File: config.mk
export PLATFORM = sky130hd
export DESIGN_NAME = control_sequencer
export DESIGN_NICKNAME = d
export VERILOG_FILES = /design/src/rtl/control_sequencer_pkg.sv /design/src/rtl/control_sequencer_microstep_decode.sv /design/src/rtl/control_sequencer.sv
export SDC_FILE = /design/constraint.sdc
export NUM_CORES = 1
export LEC_CHECK = 0
export CELL_PAD_IN_SITES_DETAIL_PLACEMENT = 0
export CELL_PAD_IN_SITES_GLOBAL_PLACEMENT = 1
export CORE_MARGIN = 2
export CORE_UTILIZATION = 29
export CTS_BUF_LIST = sky130_fd_sc_hd__clkbuf_8
export DETAILED_ROUTE_END_ITERATION = 8
export GPL_ROUTABILITY_DRIVEN = 1
export PLACE_DENSITY_LB_ADDON = 0.08
export SYNTH_ARGS = -nofsm -noshare
export SYNTH_HDL_FRONTEND = slang
export SYNTH_SLANG_ARGS = --single-unit
File: constraint.sdc
create_clock -name CLK -period 2.7 [get_ports CLK]
set_clock_uncertainty 0.15 [all_clocks]
set_input_delay 0.54 -clock CLK [delete_from_list [all_inputs] [get_ports CLK]]
set_output_delay 0.54 -clock CLK [all_outputs]
set_load 0.005 [all_outputs]
File: src/rtl/control_sequencer_pkg.sv
// Shared SAP definitions: opcodes, control-word bit positions, T-state codes.
// The ALU, the datapath and the bench all read these, so the bit map lives in one place.
package sap_defs;

   localparam int CW_BITS = 19;

   // control-word bit positions, LSB first
   localparam int B_CP    = 0;
   localparam int B_EP    = 1;
   localparam int B_EJ    = 2;
   localparam int B_EU    = 3;
   localparam int B_ADD   = 4;
   localparam int B_SUB   = 5;
   localparam int B_AND   = 6;
   localparam int B_OR    = 7;
   localparam int B_XOR   = 8;
   localparam int B_NOT   = 9;
   localparam int B_LA    = 10;
   localparam int B_EA    = 11;
   localparam int B_LB    = 12;
   localparam int B_LM    = 13;
   localparam int B_CE    = 14;
   localparam int B_WE    = 15;
   localparam int B_L1    = 16;
   localparam int B_EI    = 17;
   localparam int B_L0    = 18;

   localparam logic [3:0] OP_NOP = 4'h0;
   localparam logic [3:0] OP_LDA = 4'h1;
   localparam logic [3:0] OP_STA = 4'h2;
   localparam logic [3:0] OP_OUT = 4'h3;
   localparam logic [3:0] OP_ADD = 4'h4;
   localparam logic [3:0] OP_SUB = 4'h5;
   localparam logic [3:0] OP_AND = 4'h6;
   localparam logic [3:0] OP_OR  = 4'h7;
   localparam logic [3:0] OP_XOR = 4'h8;
   localparam logic [3:0] OP_NOT = 4'h9;
   localparam logic [3:0] OP_JMP = 4'hA;
   localparam logic [3:0] OP_JZ  = 4'hB;
   localparam logic [3:0] OP_JC  = 4'hC;
   localparam logic [3:0] OP_HLT = 4'hF;

   localparam logic [2:0] T0 = 3'd0;
   localparam logic [2:0] T1 = 3'd1;
   localparam logic [2:0] T2 = 3'd2;
   localparam logic [2:0] T3 = 3'd3;
   localparam logic [2:0] T4 = 3'd4;
   localparam logic [2:0] T5 = 3'd5;
   localparam logic [2:0] T_LAST = T5;

   typedef enum logic {SEQ_RUN, SEQ_HALT} seq_state_e;

   function automatic logic [CW_BITS-1:0] cw(input int b);
      return CW_BITS'(1) << b;
   endfunction

   // ALU operation-select bit for the two-operand ops
   function automatic logic [CW_BITS-1:0] alu_sel(input logic [3:0] op);
      case (op)
         OP_ADD:  return cw(B_ADD);
         OP_SUB:  return cw(B_SUB);
         OP_AND:  return cw(B_AND);
         OP_OR:   return cw(B_OR);
         OP_XOR:  return cw(B_XOR);
         default: return '0;
      endcase
   endfunction

   function automatic logic is_alu2(input logic [3:0] op);
      return (op >= OP_ADD) && (op <= OP_XOR);
   endfunction

endpackage

File: src/rtl/control_sequencer_microstep_decode.sv
// Pure microstep ROM: {opcode, T-state, flags} -> {control word, last step, halt request}.
module microstep_decode
   import sap_defs::*;
#(
   parameter int OPW = 4,
   parameter int CWW = 19
) (
   input  logic [OPW-1:0] opcode,
   input  logic [2:0]     t_state,
   input  logic           flag_z,
   input  logic           flag_c,
   output logic [CWW-1:0] ctrl,
   output logic           last,
   output logic           is_hlt
);

   logic       hi_set;
   logic [3:0] op;

   generate
      if (OPW > 4) begin : g_hi
         assign hi_set = |opcode[OPW-1:4];
      end else begin : g_no_hi
         assign hi_set = 1'b0;
      end
   endgenerate

   // any bit above the 4-bit opcode space turns the instruction into a NOP
   assign op = hi_set ? OP_NOP : opcode[3:0];

   always_comb begin
      ctrl   = '0;
      last   = 1'b0;
      is_hlt = 1'b0;
      case (t_state)
         T0: ctrl = cw(B_EP) | cw(B_LM);
         T1: ctrl = cw(B_CE) | cw(B_L1);
         T2: begin
            ctrl = cw(B_CP);
            case (op)
               OP_LDA, OP_STA, OP_OUT, OP_ADD, OP_SUB, OP_AND, OP_OR,
               OP_XOR, OP_NOT, OP_JMP, OP_JZ, OP_JC, OP_HLT: last = 1'b0;
               default: last = 1'b1;
            endcase
         end
         T3: begin
            case (op)
               OP_LDA, OP_STA, OP_ADD, OP_SUB, OP_AND, OP_OR, OP_XOR, OP_NOT:
                  ctrl = cw(B_EI) | cw(B_LM);
               OP_OUT: begin
                  ctrl = cw(B_EA) | cw(B_L0);
                  last = 1'b1;
               end
               OP_JMP: begin
                  ctrl = cw(B_EI) | cw(B_EJ);
                  last = 1'b1;
               end
               OP_JZ: begin
                  ctrl = flag_z ? (cw(B_EI) | cw(B_EJ)) : '0;
                  last = 1'b1;
               end
               OP_JC: begin
                  ctrl = flag_c ? (cw(B_EI) | cw(B_EJ)) : '0;
                  last = 1'b1;
               end
               OP_HLT:  is_hlt = 1'b1;
               default: last = 1'b1;
            endcase
         end
         T4: begin
            case (op)
               OP_LDA: begin
                  ctrl = cw(B_CE) | cw(B_LA);
                  last = 1'b1;
               end
               OP_STA: begin
                  ctrl = cw(B_EA) | cw(B_WE);
                  last = 1'b1;
               end
               OP_NOT: begin
                  ctrl = cw(B_EU) | cw(B_NOT) | cw(B_LA);
                  last = 1'b1;
               end
               default: begin
                  if (is_alu2(op)) ctrl = cw(B_CE) | cw(B_LB);
                  else             last = 1'b1;
               end
            endcase
         end
         T5: begin
            if (is_alu2(op)) ctrl = cw(B_EU) | alu_sel(op) | cw(B_LA);
            last = 1'b1;
         end
         default: last = 1'b1;
      endcase
   end

endmodule

File: src/rtl/control_sequencer.sv
// SAP control sequencer: T-state counter, halt latch and run/step gating around the microstep decoder.
module control_sequencer
   import sap_defs::*;
#(
   parameter int OPW = 4,
   parameter int CWW = 19
) (
   input  logic           CLK,
   input  logic           CLR,
   input  logic [OPW-1:0] opcode,
   input  logic           flag_z,
   input  logic           flag_c,
   input  logic           run,
   input  logic           step,
   output logic [CWW-1:0] ctrl,
   output logic [2:0]     t_state,
   output logic           halted,
   output logic           instr_done
);

   seq_state_e     state, state_nxt;
   logic [2:0]     t_cnt, t_nxt;
   logic           advance;
   logic           dec_last, last, is_hlt;
   logic [CWW-1:0] dec_ctrl;

   assign advance = run | step;

   microstep_decode #(
      .OPW (OPW),
      .CWW (CWW)
   ) u_dec (
      .opcode  (opcode),
      .t_state (t_cnt),
      .flag_z  (flag_z),
      .flag_c  (flag_c),
      .ctrl    (dec_ctrl),
      .last    (dec_last),
      .is_hlt  (is_hlt)
   );

   // T5 always terminates, so the counter can never walk into codes 6/7
   assign last = dec_last | (t_cnt >= T_LAST);

   always_ff @(posedge CLK or posedge CLR) begin
      if (CLR) begin
         state <= SEQ_RUN;
         t_cnt <= T0;
      end else begin
         state <= state_nxt;
         t_cnt <= t_nxt;
      end
   end

   // CLR also masks the combinational outputs so they drop without waiting for a clock
   always_comb begin
      state_nxt  = state;
      t_nxt      = t_cnt;
      ctrl       = '0;
      instr_done = 1'b0;
      case (state)
         SEQ_RUN: begin
            instr_done = last & ~CLR;
            if (advance && !CLR) ctrl = dec_ctrl;
            if (advance) begin
               if (is_hlt)    state_nxt = SEQ_HALT;
               else if (last) t_nxt     = T0;
               else           t_nxt     = t_cnt + 3'd1;
            end
         end
         SEQ_HALT: ;
         default: state_nxt = SEQ_RUN;
      endcase
   end

   assign t_state = t_cnt;
   assign halted  = (state == SEQ_HALT);

endmodule

==> results.tsv <==
metric	value	unit
proportion of synthesized area in mux cells	0	%
crit end category	output pin	
sequential area share after synthesis	13.7	%
gr ovfl total	0	
Post-Route WL	2.54	mm
NumNets Final	187	
largest family of logic cells by synthesized area	simple AND/OR/NAND/NOR gates	
Initial DRC Count	11	
Critical Path Start Type	input pin	
Antenna Nets Post-Route	0	
Core Footprint	0.00243	mm^2
P per Cell Area	515	mW/mm^2
hold_buf cts	0	
Worst slew margin	81.6	%
post-synth top area share	15.4	%
Post-synth EDFFs	0	
endpoints failing setup	0	
first-pass GRT wire length	4.08	mm
fmax	384	MHz
Worst Setup SP	opcode[1]	
clock latency on the worst-skew pair	220	ps
clk buf depth	2	
RSZ-0062 raised after global routing	no	
dominant cells by area after synthesis	ha_1 15%, dfrtp_1 14%, nor2_1 6.1%, and2_1 5.1%, nand2_1 5.1%	
Initial Util	30.1	%
r2r endpoint	t_state[2]	
worst vdd ir	0.000519	V
metal2 WL	1.33	mm
Fin Setup TNS	0	ps
Synth Area in Adders	15.4	%
Post-Route Hold Slack	118	ps
Post-Route Utilization	62.6	%
DRT met1 WL	1.14	mm
syn_area_per_cell	7.19	um^2
synth warn	0	
post-synthesis compound-gate area fraction	24.6	%
DR DRC count	0	
CTS tree	done	
Leak	0.786	nW
Die Y-Extent	54.3	um
DP Worst Slack	-516	ps
port bufs	33	
area of the mapped netlist	733	um^2
Die Width	54.3	um
final hold vios	0	
largest net degree at the start of global routing	12	
global-route usage over all layers	19.0	%
CP Class	in2out	
met3 WL	44	um
Top FF cell, synth	dfrtp_1	
Maximum Capacitance Violations	0	
vias in the first global route	913	
CTS Buf Count	3	
final worst setup slack	92.8	ps
reg2reg path depth	7	
status	finished clean	
share of layout cells above drive strength 1	45.2	%
RePlAce Congestion	0.833	
Highest Signal Layer	met4	
Hold Path Class	in2async	
Mapped Cells	102	
htree depth	1	
n_diodes	0	
Syn-to-layout area delta	108	%
Simple-Gate Fraction of Synth Area	41.1	%
Routed wire per std cell	13.0	um
largest fanout on the critical path	2	
Reg clk slew, reported paths	30	ps
clk sink count	4	
router iterations before antenna repair	6	
DP Wirelength	1.92	mm
# rows	18	
Req. time, crit path	2010	ps
fin crit share	96.6	%
# IOs	34	
Post-Syn Nets	121	
Reg2Reg Setup Slack	340	ps
start of the worst register-to-register path	t_state[0]	
worst slew pin tran	276	ps
Pins Over Slew Limit	0	
Vias/cell	5.03	
total die area	0.00295	mm^2
Root Driver	clkbuf_8	
critical path arrival	1920	ps
Seq cells post-synth	4	
cell accounting for the most synthesized area	ha_1	
Vias	985	
asr flop ratio synth	100	%
Synth Area in XOR/XNOR	0	%
Netlist cell types	39	
antenna violations before repair	0	
total power	0.000783	W
Final Critical Period	2610	ps
[area by class of cell]
cell class,instances,area (um^2)
Inverter,6,25.0
Timing Repair Buffer,65,557
Clock buffer,3,41.3
Tap cell,30,37.5
Sequential cell,4,103
Multi-Input combinational cell,88,759
Fill cell,235,910
[cells in the final DEF, fill, tap and decap left out, types with 2 or more instances in the layout]
master / instances
buf_4: 31
clkdlybuf4s50_1: 13
nor2_1: 9
nand2_1: 9
dlymetal6s2s_1: 7
and2_1: 6
dlygate4sd2_1: 5
o21ai_1: 4
ha_4: 4
and3_1: 3
inv_2: 3
a21oi_1: 3
ha_1: 3
clkbuf_8: 3
clkbuf_2: 3
buf_2: 3
o21ai_2: 2
nand3_1: 2
nand4_1: 2
or3_1: 2
o31ai_1: 2
nor3_4: 2
nor2_4: 2
o21ai_0: 2
a21o_1: 2
inv_1: 2
ha_2: 2
dfrtp_1: 2
dfrtp_2: 2
[state kept, by name, summed over array words and instances (netlist names)]
signal,flops
t_state,3
halted,1
[timing repair]
action                     4_1_cts  5_1_grt
pin swaps                        6        6
gates resized for setup         49       35
buffers inserted                 5        3
setup endpoints to repair       22       15
[worst max path at each step]
stage          cells after the start          to  slack [ps]
5_1_grt                            6    ctrl[15]         0.1
6_report                           7  instr_done          90
2_1_floorplan                      7  instr_done         330
3_3_place_gp                       8  instr_done        -520
4_1_cts                            6     ctrl[8]           1
3_5_place_dp                       8  instr_done        -520
[synthesized netlist by cell type, types with 2 or more instances]
library cell and instances:
inv_1 6, a21oi_1 3, and3_1 3, nor3_1 3
nand2b_1 2, ha_1 9, nand2_1 10, or3_1 2
nand4_1 2, nor4_1 2, o21ai_0 7, clkbuf_1 3
and2_1 6, o31ai_1 2, dfrtp_1 4, nor2_1 12
a21o_1 2, nand3_1 3
[worst max-delay path, cell delays in order]
cell	delay [ps]
clkdlybuf4s15_2	200
inv_2	100
ha_4	190
and3_1	190
o211a_4	250
o31a_1	240
clkdlybuf4s15_1	210
[metrics by stage]
stage	cell area (um^2)	cells
floorplan	733	102
global placement	1270	186
detailed placement	1270	186
CTS	1420	194
global route	1520	196
finish	1520	196
[power breakdown]
| part | switching, W | internal [W] |
|---|---|---|
| clock network | 0.0000290 | 0.0000948 |
| logic | 0.000245 | 0.000289 |
| registers | 0.0000407 | 0.0000857 |
| total | 0.000314 | 0.000469 |
[metal layers]
| metal | global-route usage (%) | up-vias |
|---|---|---|
| li1 | - | 504 |
| met1 | 23.1 | 460 |
| met2 | 33.5 | 19 |
| met3 | 2.46 | 2 |
| met4 | 7.92 | 0 |
| met5 | 0 | - |
[logic make-up after synthesis]
logic type	Yosys count
simple gates	54
compound gates	25
buf+inv	10
fa+ha+maj	9
flops	4
Power figures use the tool's default switching activity.
